==> config.mk <==
export PLATFORM = sky130hd
export DESIGN_NAME = comm_master
export DESIGN_NICKNAME = d
export VERILOG_FILES = /design/src/rtl/comm_pkg.sv /design/src/rtl/uart_tx.sv /design/src/rtl/comm_master.sv
export SDC_FILE = /design/constraint.sdc
export NUM_CORES = 1
export LEC_CHECK = 0
export CORE_AREA = 2 2 100 126
export DETAILED_ROUTE_END_ITERATION = 10
export DIE_AREA = 0 0 102 128
export HOLD_SLACK_MARGIN = 0.08
export PLACE_DENSITY_LB_ADDON = 0.2
export REMOVE_ABC_BUFFERS = 1
export SYNTH_ARGS = -nofsm -noshare
export SYNTH_HDL_FRONTEND = slang
export SYNTH_HIERARCHICAL = 1
export SYNTH_SLANG_ARGS = --single-unit
==> constraint.sdc <==
create_clock -name clk -period 3.4 [get_ports clk]
set_clock_uncertainty 0.05 [all_clocks]
set_input_delay 0.68 -clock clk [delete_from_list [all_inputs] [get_ports clk]]
set_output_delay 0.68 -clock clk [all_outputs]
set_load 0.01 [all_outputs]
==> src/rtl/comm_pkg.sv <==
// Shared types and constants for the host-side command initiator.
// Opcode enum and command struct are also used by the test harness.
package comm_pkg;

    localparam int unsigned FRAME_BITS = 10;

    typedef enum logic [1:0] {
        IDLE    = 2'b00,
        SEND_HI = 2'b01,
        SEND_LO = 2'b10,
        DONE    = 2'b11
    } cmd_state_e;

    typedef enum logic [1:0] {
        RX_IDLE  = 2'b00,
        RX_START = 2'b01,
        RX_DATA  = 2'b10,
        RX_STOP  = 2'b11
    } rx_state_e;

    typedef enum logic [1:0] {
        ReadReg  = 2'b00,
        WriteReg = 2'b01,
        Dump     = 2'b10,
        Reserved = 2'b11
    } opcode_e;

    typedef struct packed {
        opcode_e    op;
        logic [5:0] addr;
        logic [7:0] data;
    } cmd_word_t;

    // 8N1 frame as shifted out LSB first: start 0, data, stop 1
    function automatic logic [FRAME_BITS-1:0] make_frame(input logic [7:0] data);
        return {1'b1, data, 1'b0};
    endfunction

endpackage

==> src/rtl/uart_tx.sv <==
// 8N1 UART transmitter; tx_done pulses during the last clock of the stop bit
// so a new trmt in that cycle continues with no idle gap.
module uart_tx
    import comm_pkg::*;
#(
    parameter int unsigned BAUD_DIV = 1736
) (
    input  logic       clk,
    input  logic       rst_n,
    input  logic [7:0] tx_data,
    input  logic       trmt,
    output logic       TX,
    output logic       tx_done
);

    localparam int unsigned CNT_W = $clog2(BAUD_DIV);
    localparam int unsigned BIT_W = $clog2(FRAME_BITS);

    logic [FRAME_BITS-1:0] shift_q, shift_d;
    logic [CNT_W-1:0]      baud_cnt_q, baud_cnt_d;
    logic [BIT_W-1:0]      bit_cnt_q, bit_cnt_d;
    logic                  busy_q, busy_d;
    logic                  tx_done_q, tx_done_d;

    always_ff @(posedge clk or negedge rst_n) begin
        if (!rst_n) begin
            shift_q    <= '1;
            baud_cnt_q <= '0;
            bit_cnt_q  <= '0;
            busy_q     <= 1'b0;
            tx_done_q  <= 1'b0;
        end else begin
            shift_q    <= shift_d;
            baud_cnt_q <= baud_cnt_d;
            bit_cnt_q  <= bit_cnt_d;
            busy_q     <= busy_d;
            tx_done_q  <= tx_done_d;
        end
    end

    always_comb begin
        shift_d    = shift_q;
        baud_cnt_d = baud_cnt_q;
        bit_cnt_d  = bit_cnt_q;
        busy_d     = busy_q;
        tx_done_d  = 1'b0;

        if (trmt) begin
            shift_d    = make_frame(tx_data);
            baud_cnt_d = '0;
            bit_cnt_d  = '0;
            busy_d     = 1'b1;
        end else if (busy_q) begin
            if (baud_cnt_q == CNT_W'(BAUD_DIV - 1)) begin
                baud_cnt_d = '0;
                shift_d    = {1'b1, shift_q[FRAME_BITS-1:1]};
                bit_cnt_d  = bit_cnt_q + 1'b1;
                if (bit_cnt_q == BIT_W'(FRAME_BITS - 1)) begin
                    bit_cnt_d = '0;
                    busy_d    = 1'b0;
                end
            end else begin
                baud_cnt_d = baud_cnt_q + 1'b1;
                // Registered pulse lands on the final stop-bit clock
                if (baud_cnt_q == CNT_W'(BAUD_DIV - 2) &&
                    bit_cnt_q == BIT_W'(FRAME_BITS - 1)) begin
                    tx_done_d = 1'b1;
                end
            end
        end
    end

    assign TX      = shift_q[0];
    assign tx_done = tx_done_q;

endmodule

==> src/rtl/comm_master.sv <==
// Host command initiator: sends a 16-bit command as two UART bytes (high first)
// and independently receives single-byte responses.
module comm_master
    import comm_pkg::*;
#(
    parameter int unsigned BAUD_DIV = 1736
) (
    input  logic        clk,
    input  logic        rst_n,
    input  logic [15:0] cmd,
    input  logic        snd_cmd,
    output logic        cmd_cmplt,
    output logic        TX,
    input  logic        RX,
    output logic [7:0]  resp,
    output logic        resp_rdy,
    input  logic        clr_resp_rdy
);

    localparam int unsigned CNT_W = $clog2(BAUD_DIV);

    cmd_state_e  state_q, state_d;
    logic [15:0] held_q, held_d;
    logic        cmd_cmplt_q, cmd_cmplt_d;
    logic        trmt_c;
    logic [7:0]  tx_data_c;
    logic        accept_c;
    logic        tx_done;

    rx_state_e        rx_state_q, rx_state_d;
    logic             rx_ff1_q, rx_ff2_q, rx_prev_q;
    logic [CNT_W-1:0] rx_cnt_q, rx_cnt_d;
    logic [2:0]       rx_bit_q, rx_bit_d;
    logic [7:0]       rx_shift_q, rx_shift_d;
    logic [7:0]       resp_q, resp_d;
    logic             resp_rdy_q, resp_rdy_d;
    logic             rx_set_c;

    uart_tx #(.BAUD_DIV(BAUD_DIV)) u_tx (
        .clk     (clk),
        .rst_n   (rst_n),
        .tx_data (tx_data_c),
        .trmt    (trmt_c),
        .TX      (TX),
        .tx_done (tx_done)
    );

    always_ff @(posedge clk or negedge rst_n) begin
        if (!rst_n) begin
            state_q     <= IDLE;
            held_q      <= '0;
            cmd_cmplt_q <= 1'b0;
            rx_state_q  <= RX_IDLE;
            rx_ff1_q    <= 1'b1;
            rx_ff2_q    <= 1'b1;
            rx_prev_q   <= 1'b1;
            rx_cnt_q    <= '0;
            rx_bit_q    <= '0;
            rx_shift_q  <= '0;
            resp_q      <= '0;
            resp_rdy_q  <= 1'b0;
        end else begin
            state_q     <= state_d;
            held_q      <= held_d;
            cmd_cmplt_q <= cmd_cmplt_d;
            rx_state_q  <= rx_state_d;
            rx_ff1_q    <= RX;
            rx_ff2_q    <= rx_ff1_q;
            rx_prev_q   <= rx_ff2_q;
            rx_cnt_q    <= rx_cnt_d;
            rx_bit_q    <= rx_bit_d;
            rx_shift_q  <= rx_shift_d;
            resp_q      <= resp_d;
            resp_rdy_q  <= resp_rdy_d;
        end
    end

    // Command FSM; the high byte is launched straight from cmd on acceptance
    always_comb begin
        state_d     = state_q;
        held_d      = held_q;
        cmd_cmplt_d = cmd_cmplt_q;
        trmt_c      = 1'b0;
        tx_data_c   = held_q[15:8];
        accept_c    = 1'b0;

        case (state_q)
            IDLE, DONE: begin
                if (snd_cmd) begin
                    accept_c    = 1'b1;
                    held_d      = cmd;
                    cmd_cmplt_d = 1'b0;
                    trmt_c      = 1'b1;
                    tx_data_c   = cmd[15:8];
                    state_d     = SEND_HI;
                end
            end
            SEND_HI: begin
                if (tx_done) begin
                    trmt_c    = 1'b1;
                    tx_data_c = held_q[7:0];
                    state_d   = SEND_LO;
                end
            end
            SEND_LO: begin
                if (tx_done) begin
                    cmd_cmplt_d = 1'b1;
                    state_d     = DONE;
                end
            end
            default: state_d = IDLE;
        endcase
    end

    // Response receiver, armed by a falling edge of the synchronized line
    always_comb begin
        rx_state_d = rx_state_q;
        rx_cnt_d   = rx_cnt_q;
        rx_bit_d   = rx_bit_q;
        rx_shift_d = rx_shift_q;
        resp_d     = resp_q;
        rx_set_c   = 1'b0;

        case (rx_state_q)
            RX_IDLE: begin
                if (rx_prev_q && !rx_ff2_q) begin
                    rx_cnt_d   = '0;
                    rx_state_d = RX_START;
                end
            end
            RX_START: begin
                if (rx_cnt_q == CNT_W'(BAUD_DIV / 2 - 1)) begin
                    rx_cnt_d   = '0;
                    rx_bit_d   = '0;
                    rx_state_d = rx_ff2_q ? RX_IDLE : RX_DATA;
                end else begin
                    rx_cnt_d = rx_cnt_q + 1'b1;
                end
            end
            RX_DATA: begin
                if (rx_cnt_q == CNT_W'(BAUD_DIV - 1)) begin
                    rx_cnt_d   = '0;
                    rx_shift_d = {rx_ff2_q, rx_shift_q[7:1]};
                    rx_bit_d   = rx_bit_q + 3'd1;
                    if (rx_bit_q == 3'd7) begin
                        rx_state_d = RX_STOP;
                    end
                end else begin
                    rx_cnt_d = rx_cnt_q + 1'b1;
                end
            end
            RX_STOP: begin
                if (rx_cnt_q == CNT_W'(BAUD_DIV - 1)) begin
                    rx_cnt_d   = '0;
                    rx_state_d = RX_IDLE;
                    if (rx_ff2_q) begin
                        resp_d   = rx_shift_q;
                        rx_set_c = 1'b1;
                    end
                end else begin
                    rx_cnt_d = rx_cnt_q + 1'b1;
                end
            end
            default: rx_state_d = RX_IDLE;
        endcase

        // A fresh response outranks any clear in the same cycle
        if (rx_set_c) begin
            resp_rdy_d = 1'b1;
        end else if (clr_resp_rdy || accept_c) begin
            resp_rdy_d = 1'b0;
        end else begin
            resp_rdy_d = resp_rdy_q;
        end
    end

    assign cmd_cmplt = cmd_cmplt_q;
    assign resp      = resp_q;
    assign resp_rdy  = resp_rdy_q;

endmodule

# ---- Word-level counts from Yosys, hierarchy flattened
# Index checks and enable logic that the tools add are counted.
dict set report word_totals {
  ff_bits 82
  output_inout_bits 11
  elab_cells 113
}
dict set report op_classes {
  addsub 4
  n_eq_ne 20
  n_mux 51
  n_reduce_logical 21
}
# op n
set ops {}
lappend ops {{2-to-1 mux 11 bit} 6}
lappend ops {{== test 11 bit (second input constant)} 3}
lappend ops {{one-hot mux 11 bit (3 select lines)} 1}
lappend ops {{2-to-1 mux 10 bit} 3}
lappend ops {{adder 11 x 1 -> 11 bit (second input constant)} 2}
lappend ops {{2-to-1 mux 1 bit} 18}
lappend ops {{2-to-1 mux 2 bit} 9}
lappend ops {{2-to-1 mux 4 bit} 4}
lappend ops {{2-to-1 mux 8 bit} 2}
lappend ops {{one-hot mux 8 bit (2 select lines)} 1}
lappend ops {{!= test 2 bit (second input constant)} 6}
lappend ops {{AND reduction 3 bit} 4}
lappend ops {{== test 11 x 10 -> 1 bit (second input constant)} 1}
lappend ops {{nonzero test 2 bit} 5}
lappend ops {{== test 2 bit (second input constant)} 4}
lappend ops {{one-hot mux 2 bit (4 select lines)} 1}
lappend ops {{2-to-1 mux 3 bit} 2}
lappend ops {{one-hot mux 2 bit (3 select lines)} 1}
lappend ops {{one-hot mux 3 bit (2 select lines)} 1}
lappend ops {{AND reduction 2 bit} 3}
lappend ops {{AND reduction 5 bit} 1}
lappend ops {{adder 4 x 1 -> 4 bit (second input constant)} 1}
lappend ops {{== test 2 x 1 -> 1 bit (second input constant)} 2}
lappend ops {{== test 4 bit (second input constant)} 1}
lappend ops {{9 further kinds} 14}

# ---- Depth between registers and ports, before layout
# Gate-level depths: netlist of run 1.
dict set report logic_depth {
  depth_word 6
  depth_mapped 12
  mapped_depth_nobuf 9
}

# ---- By module
# Netlist of run 1, hierarchy kept.
# mod n_inst cells_each area_each_um2 seq_area_each_um2
set by_module_without_submodules {}
lappend by_module_without_submodules {comm_master 1 262 2685.1 1380.1}
lappend by_module_without_submodules {uart_tx 1 142 1365.1 661.9}

# ---- Least setup slack after synthesis of run 1
# No wires, ideal clock.
dict set report synth_path {
  path_kind {reg-to-reg}
  from {register state_q[0]}
  to {register u_tx.baud_cnt_q[9]}
  setup_time_ns 0.070
  t_arrival_ns 2.483
  required_time_ns 3.280
  slack_ns 0.797
  stages_incl_launch_ff 13
  path_buffers 3
  path_cell_list {dfrtp_1 inv_1 ha_1 and2_1 clkbuf_1 clkbuf_1 nor2_1 nor2_1 clkbuf_1 nand2b_1 a31o_1 or4_1 nand3_1}
}
dict set report synth_via {
  elab_chain_cells 4
}
# element line_no
set synth_rtl {}
lappend synth_rtl {{from (decl)} comm_master.sv:22} ;# cmd_state_e state_q, state_d;
lappend synth_rtl {{from (signal assigned)} comm_master.sv:63} ;# state_q <= state_d;
lappend synth_rtl {{== test 2 bit or logical NOT 2 bit (tied branches)} comm_master.sv:87} ;# case (state_q)
lappend synth_rtl {{OR reduction 2 bit} comm_master.sv:87}
lappend synth_rtl {{one-hot mux 1 bit (2 select lines) (*)} comm_master.sv:87}
lappend synth_rtl {{net trmt_c} comm_master.sv:25} ;# logic trmt_c;
lappend synth_rtl {{2-to-1 mux 11 bit or nonzero test 2 bit (tied branches)} -}
lappend synth_rtl {{to (signal assigned)} uart_tx.sv:34} ;# baud_cnt_q <= baud_cnt_d;
lappend synth_rtl {{to (decl)} uart_tx.sv:20} ;# logic [CNT_W-1:0] baud_cnt_q, baud_cnt_d;
# The timed path passes the listed nets; every way through them passes the cells marked *.
# A chain may end at the register's enable or synchronous reset.

# ---- Final worst setup path of run 1
dict set report layout_path {
  from {input port snd_cmd}
  to {register u_tx.baud_cnt_q[8]}
}
dict set report layout_via {
  elab_chain_cells 3
}
# element line_no
set layout_rtl {}
lappend layout_rtl {{from (decl)} comm_master.sv:11} ;# input logic snd_cmd,
lappend layout_rtl {{2-to-1 mux 1 bit (*)} comm_master.sv:89} ;# if (snd_cmd) begin
lappend layout_rtl {{one-hot mux 1 bit (2 select lines) (*)} comm_master.sv:87}
lappend layout_rtl {{net trmt_c} comm_master.sv:25}
lappend layout_rtl {{2-to-1 mux 11 bit or nonzero test 2 bit (tied branches)} -}
# Marked as above.

==> reports/results.tsv, run 1 <==
stage	metric	value	unit
run_status	status	finished, final reports clean	
cts	hold buffer count at cts	0	
routing	Via density	4.97	
routing	WL/cell	13.5	um
sta	Final Slew Violations	0	
pwr	sequential share of power	48.4	%
finish	fin nets	462	
finish	share of cells above drive strength 1	14.9	%
floorplan	I/O Pins	32	
routing	total wire length	8.13	mm
logic_synthesis	Main synth FF type	dfrtp_1	
global_route	aggregate global routing overflow	0	
logic_synthesis	Seq/Total Area, Yosys	50.4	%
pwr	Switching Fraction	24.0	%
logic_synthesis	top post-synthesis cells by area	dfrtp_1 43%, nand2_1 8.2%, dfstp_2 7.8%	
logic_synthesis	top cells by count, synth	88 x nand2_1, 69 x dfrtp_1, 29 x o21ai_0, 22 x nand3_1, 16 x inv_1	
global_route	global-route usage over all layers	13.6	%
sta	unrepaired setup endpoints after global routing	no	
critical_path	CP startpoint kind	input port	
pwr	combinational power share	7.3	%
logic_synthesis	Synth Area in Compound Gates	12.4	%
global_route	GR peak layer	met2	
routing	Routed Antenna Nets	0	
critical_path	Max FO, Critical Path	24	
pwr	P_sw	533	uW
global_route	met1 GRT Util	17.9	%
routing	Post-route DRC	0	
sta	Hold Fails Final Rpt	0	
pwr	clock share of power	44.3	%
cts	Sink Count	81	
job	Max Cap Viol	0	
global_route	M3 GR Usage	3.05	%
critical_path	CP Buf/Inv Count	2	
critical_path	Crit. Startpoint	snd_cmd	
logic_synthesis	Simple-Gate Fraction of Synth Area	22.0	%
critical_path	worst r2r src	rx_cnt_q[0]	
routing	TritonRoute pass-1 iters	4	
cts	CTS tree	yes	
logic_synthesis	Cell variety after synth	56	
critical_path	Worst Path Arrival	2.60	ns
critical_path	family with the most delay on the worst path	simple AND/OR/NAND/NOR gates	
critical_path	CP Capture Type	flip-flop	
floorplan	die area	13100	um^2
logic_synthesis	Yosys reg bits	81	
worst_hold_path	class of the worst hold path	reg -> reg	
worst_hold_path	Hold Path Origin	rx_ff1_q	
sta	worst-margin pin slew	1.03	ns
floorplan	Initial Util	33.9	%
global_route	largest net degree at the start of global routing	82	
logic_synthesis	synth warn	6	
critical_path	WP data required	3.59	ns
finish	area grow syn2layout	18.6	%
place	post-detail-place hpwl	5.27	mm
pwr	Lkg Pwr	0.00217	uW
finish	post-route cell area	4800	um^2
logic_synthesis	Syn Inst Count	404	
pwr	Pwr per Cell Area	461	nW/um^2
critical_path	slowest CP cell	nor2_1	
critical_path	Setup CP Type	in -> reg	
finish	# diodes	0	
sta	worst hold margin	0.305	ns
floorplan	Core Area	11900	um^2
sta	Tcrit/Tclk final	71.0	%
place	Post-DP Area	4500	um^2
logic_synthesis	post-synth top area cell	dfrtp_1	
global_route	global-route wire length before repair	14.2	mm
routing	Iter 0 DRT Violations	123	
logic_synthesis	fraction of registers with async set/reset	100	%
pwr	Tot Pwr	2220	uW
cts	Longest Clk Path Bufs	2	
place	GP Congestion	0.755	
cts	cts repair resizes	0	
floorplan	die width	102	um
logic_synthesis	Avg Cell Area, Syn	10.0	um^2
critical_path	CP most frequent cell	nor2_1	
pwr	maximum VDD drop	0.000289	V
sta	Final min period	2.41	ns
place	Placement Setup Slack	0.627	ns
global_route	met2 usage	21.7	%
logic_synthesis	mux cell area share after synthesis	8.43	%
logic_synthesis	number of synthesized flops with an enable pin	0	
sta	max_slew headroom	31.1	%
global_route	initial antenna violation count	0	
routing	DR vias	2989	
critical_path	cell breakdown of the critical path	clkdlybuf4s50_1 -> and2_1 -> nor2_1 -> nor2_1 -> buf_4 -> nor2_1 -> a21oi_1 -> o21ai_0	
pwr	internal power	1680	uW
cts	clk slew on worst S/H paths	0.06	ns
logic_synthesis	top-area cell type share of the netlist area	42.6	%
logic_synthesis	Post-Syn Area	4050	um^2
logic_synthesis	largest family of logic cells by synthesized area	simple AND/OR/NAND/NOR gates	
sta	Finish-stage setup viols	0	
critical_path	Max stage delay on crit path	0.57	ns
logic_synthesis	Post-Synth Adder-Cell Area	2.78	%
floorplan	row cnt	45	
finish	Fillers	1233	
logic_synthesis	post-synthesis xor/xnor area fraction	0.432	%
floorplan	Die Y-Extent	128	um
cts	CTS Buf Count	9	
sta	Max Clk Rate	414	MHz
cts	later-pin clock latency in the skew report	0.33	ns
cts	Root Buffer Master	clkbuf_16	
sta	setup tns final	0	ns
place	port bufs	31	
cts	Setup Buffers After CTS	0	
logic_synthesis	top-count cell post-synth	nand2_1	
cts	CTS H-tree lvls	3	
global_route	vias in the first global route	3004	
sta	Final WS setup	0.987	ns
[stage by stage]
stage	utilization, %	std cells
floorplan	-	387
global placement	37.7	585
detailed placement	37.7	585
CTS	40.3	601
global route	40.3	601
finish	40.3	601
[worst reg2reg max path: cells and delay by family, from the launching register on]
family	cells	cell delay [ns]
AOI/OAI and AO/OA	2	0.95
adders and majority gates	1	0.33
DFF	1	0.45
muxes	1	0.20
and+or+nand+nor	1	0.27
[registers in the layout, indices dropped and copies added, names as in the netlist, 2 cells and up, named ones only]
signal and count:
rx_cnt_q 11, u_tx/bit_cnt_q 4, state_q 2, rx_shift_q 8, rx_bit_q 3, u_tx/baud_cnt_q 11, resp 8, held_q 16
u_tx/shift_q 9
[power groups by stage]
stage	logic (uW)	clock network, uW	registers [uW]
CTS	165	1010	1070
floorplan	101	0	1070
finish	161	981	1070
global placement	162	0	1080
detailed placement	165	0	1090
global route	185	1060	1080
[logic make-up (layout without fill, tap and decap cells)]
group / Yosys count / after routing
simple gates: 172 / 172
mux: 29 / 29
flops: 81 / 81
buf+inv: 33 / 66
xor+xnor: 2 / 2
compound gates: 78 / 78
fa+ha+maj: 9 / 9
[path summary, 6_finish.rpt]
kind,cells after the start,end,slack [ns]
worst max-delay path,8,u_tx/baud_cnt_q[8],0.99
worst min-delay path,0,rx_ff2_q,0.31
worst max register to register,5,rx_cnt_q[0],1.08
worst min register to register,0,rx_ff2_q,0.31
max in group asynchronous,1,held_q[3],2.16
min in group asynchronous,1,rx_cnt_q[6],0.48
[cell usage in the layout, fill, tap and decap left out, types with 3 or more instances in the layout]
cell and instances:
clkbuf_16 9, nand4_1 5, and4_1 3, and2_1 6
o21ai_0 29, nand2_1 88, a21oi_1 12, inv_1 16
mux2i_1 12, nor2_1 10, a22oi_1 8, and3_1 3
or3_1 6, or4_1 3, mux2_2 9, dfrtp_1 69
nand2b_1 4, a31oi_1 10, mux2_4 8, clkdlybuf4s50_1 30
buf_4 4, a41oi_1 4, nor2b_1 3, ha_1 9
dfstp_2 12, nand3_1 22
[per-layer routing]
layer	share of wire (%)	vias up	routed length [um]
met3	2.7	11	220
met5	0	-	0
li1	-	1478	-
met4	1.9	0	153
met2	48	38	3910
met1	47	1462	3850
[final cells by class]
cell class | instances | area [um^2] | area share [%]
Clock buffer | 10 | 239 | 4.97
Clock inverter | 6 | 65.1 | 1.35
Inverter | 16 | 60.1 | 1.25
Multi-Input combinational cell | 290 | 1860 | 38.8
Sequential cell | 81 | 2040 | 42.5
Tap cell | 164 | 205 | 4.27
Timing Repair Buffer | 34 | 330 | 6.88
Power figures use the tool's default switching activity.
==> inputs of run 2 (changes only) <==
- clock period: 3.4 -> 2.2 ns (I/O delays scaled with it)
==> run 2 against run 1 <==
Register-to-register slack got worse by 0.97 ns. Largest power group unchanged. Critical path depth is the same. Global-route usage rose by 0.22 points.
==> reports/results.tsv, run 2 (synthesis gave the netlist of run 1 again) <==
stage	metric	value	unit	change
run_status	status	finished, final reports clean		
critical_path	CP Capture Type	flip-flop		
finish	footprint of the multi-input gates	1880	um^2	+1.1%
worst_hold_path	class of the worst hold path	reg -> reg		
cts	later-pin clock latency in the skew report	0.34	ns	about the same
critical_path	CP startpoint kind	flip-flop		
sta	Final min period	2.09	ns	
floorplan	row cnt	45		unchanged
routing	DR vias	3096		+3.6%
cts	Longest Clk Path Bufs	2		unchanged
routing	TritonRoute pass-1 iters	5		+1
cts	CTS tree	yes		
sta	Max Clk Rate	479	MHz	
finish	# diodes	0		unchanged
critical_path	Setup CP Type	reg -> reg		
routing	WL/cell	13.1	um	-2.8%
finish	Reg area	2040	um^2	unchanged
finish	max FFs per register	16		unchanged
finish	commonest cells after routing, fill and taps aside	88 x nand2_1, 69 x dfrtp_1, 30 x clkdlybuf4s50_1		
place	post-detail-place hpwl	5.57	mm	+5.6%
global_route	aggregate global routing overflow	0		unchanged
place	GP Congestion	0.816		+8.0%
place	Post-DP Area	4660	um^2	+3.4%
finish	fin nets	484		+4.8%
cts	CTS H-tree lvls	3		unchanged
sta	max_slew headroom	49.4	%	+18 points
floorplan	Die Y-Extent	128	um	unchanged
floorplan	die area	13100	um^2	unchanged
sta	Finish-stage setup viols	0		unchanged
floorplan	I/O Pins	32		unchanged
global_route	global-route usage over all layers	13.9	%	+0.22 points
floorplan	Initial Util	33.9	%	unchanged
finish	area grow syn2layout	23.4	%	
finish	Fillers	1178		-4.5%
cts	CTS Buf Count	9		unchanged
cts	Root Buffer Master	clkbuf_16		
cts	Sink Count	81		unchanged
global_route	largest net degree at the start of global routing	55		-33%
global_route	vias in the first global route	3097		+3.1%
finish	post-route cell area	5000	um^2	+4.0%
global_route	global-route wire length before repair	14.5	mm	+2.3%
finish	most common cell after layout, fill and taps aside	nand2_1		
critical_path	Max FO, Critical Path	6		-75%
critical_path	WP data required	2.42	ns	-1.17 ns
place	Placement Setup Slack	-0.125	ns	-0.751 ns
cts	clk slew on worst S/H paths	0.06	ns	about the same
routing	total wire length	8.19	mm	+0.76%
sta	Tcrit/Tclk final	94.9	%	
finish	Top Registers	held_q x16, rx_cnt_q x11, u_tx/baud_cnt_q x11		
floorplan	Core Area	11900	um^2	unchanged
critical_path	Worst Path Arrival	2.31	ns	-0.29 ns
routing	Via density	4.97		about the same
pwr	Pwr per Cell Area	690	nW/um^2	+50%
pwr	maximum VDD drop	0.000313	V	+8.3%
sta	Final Slew Violations	0		unchanged
finish	largest reg by FF count	held_q		
routing	Routed Antenna Nets	0		unchanged
global_route	initial antenna violation count	0		unchanged
finish	share of cells above drive strength 1	19.4	%	+4.5 points
sta	Hold Fails Final Rpt	0		unchanged
sta	Final WS setup	0.113	ns	-0.875 ns
job	Max Cap Viol	0		unchanged
sta	setup tns final	0	ns	unchanged
floorplan	die width	102	um	unchanged
sta	worst-margin pin slew	0.751	ns	-0.283 ns
place	port bufs	31		unchanged
routing	Post-route DRC	0		unchanged
pwr	Lkg Pwr	0.00228	uW	+4.9%
routing	Iter 0 DRT Violations	158		+28%
[run 2: path summary, 6_finish.rpt]
kind | from | endpoint | slack [ns] | depth (start not counted)
min in group asynchronous | rst_n | rx_shift_q[7] | 0.52 | 2
setup / recovery | state_q[1] | u_tx/baud_cnt_q[10] | 0.11 | 8
hold / removal | rx_ff1_q | rx_ff2_q | 0.31 | 0
max in group asynchronous | rst_n | u_tx/shift_q[8] | 0.92 | 3
setup reg to reg | state_q[1] | u_tx/baud_cnt_q[10] | 0.11 | 8
hold reg to reg | rx_ff1_q | rx_ff2_q | 0.31 | 0
[run 2: layout make-up]
class / instances / share of cell area (%)
Clock buffer: 10 / 4.58
Clock inverter: 6 / 1.30
Inverter: 16 / 1.20
Multi-Input combinational cell: 290 / 37.7
Sequential cell: 81 / 40.9
Tap cell: 164 / 4.11
Timing Repair Buffer: 56 / 10.2
[run 2: report_power, final]
group,total [uW],switching (uW),internal (uW)
logic,335,159,176
registers,1620,65.5,1560
clock network,1490,608,883
total,3450,832,2620
[run 2: stage by stage]
step / cells / power [uW] / hold slack, ns / util (%)
2_1_floorplan: 387 / 1810 / 0.0944 / -
3_3_place_gp: 604 / 1970 / 0.296 / 39.0
3_5_place_dp: 604 / 1980 / 0.298 / 39.0
4_1_cts: 621 / 3500 / 0.306 / 41.6
5_1_grt: 623 / 3630 / 0.310 / 41.9
6_report: 623 / 3450 / 0.305 / 41.9
[run 2: timing repair]
item | CTS | global route
hold endpoints to repair | 26 | 0
gates resized for setup | 0 | 4
endpoints found under the setup margin | 0 | 7
hold buffers | 1 | 0
buffers inserted | 0 | 2
[run 2: worst max-delay path, cell delays in order (launching register included)]
cell	delay (ns)
dfrtp_1	0.40
ha_1	0.31
and2_1	0.16
nor2_2	0.09
nor2_2	0.06
nand2b_4	0.14
a31o_4	0.23
or4_1	0.49
nand3_1	0.09
[run 2: layer usage]
layer,share of wire (%),vias up,GRT usage (%)
met5,0,-,0
met4,1.8,0,6.04
met3,2.9,13,3.49
met2,48,36,21.7
met1,48,1517,18.1
li1,-,1530,-
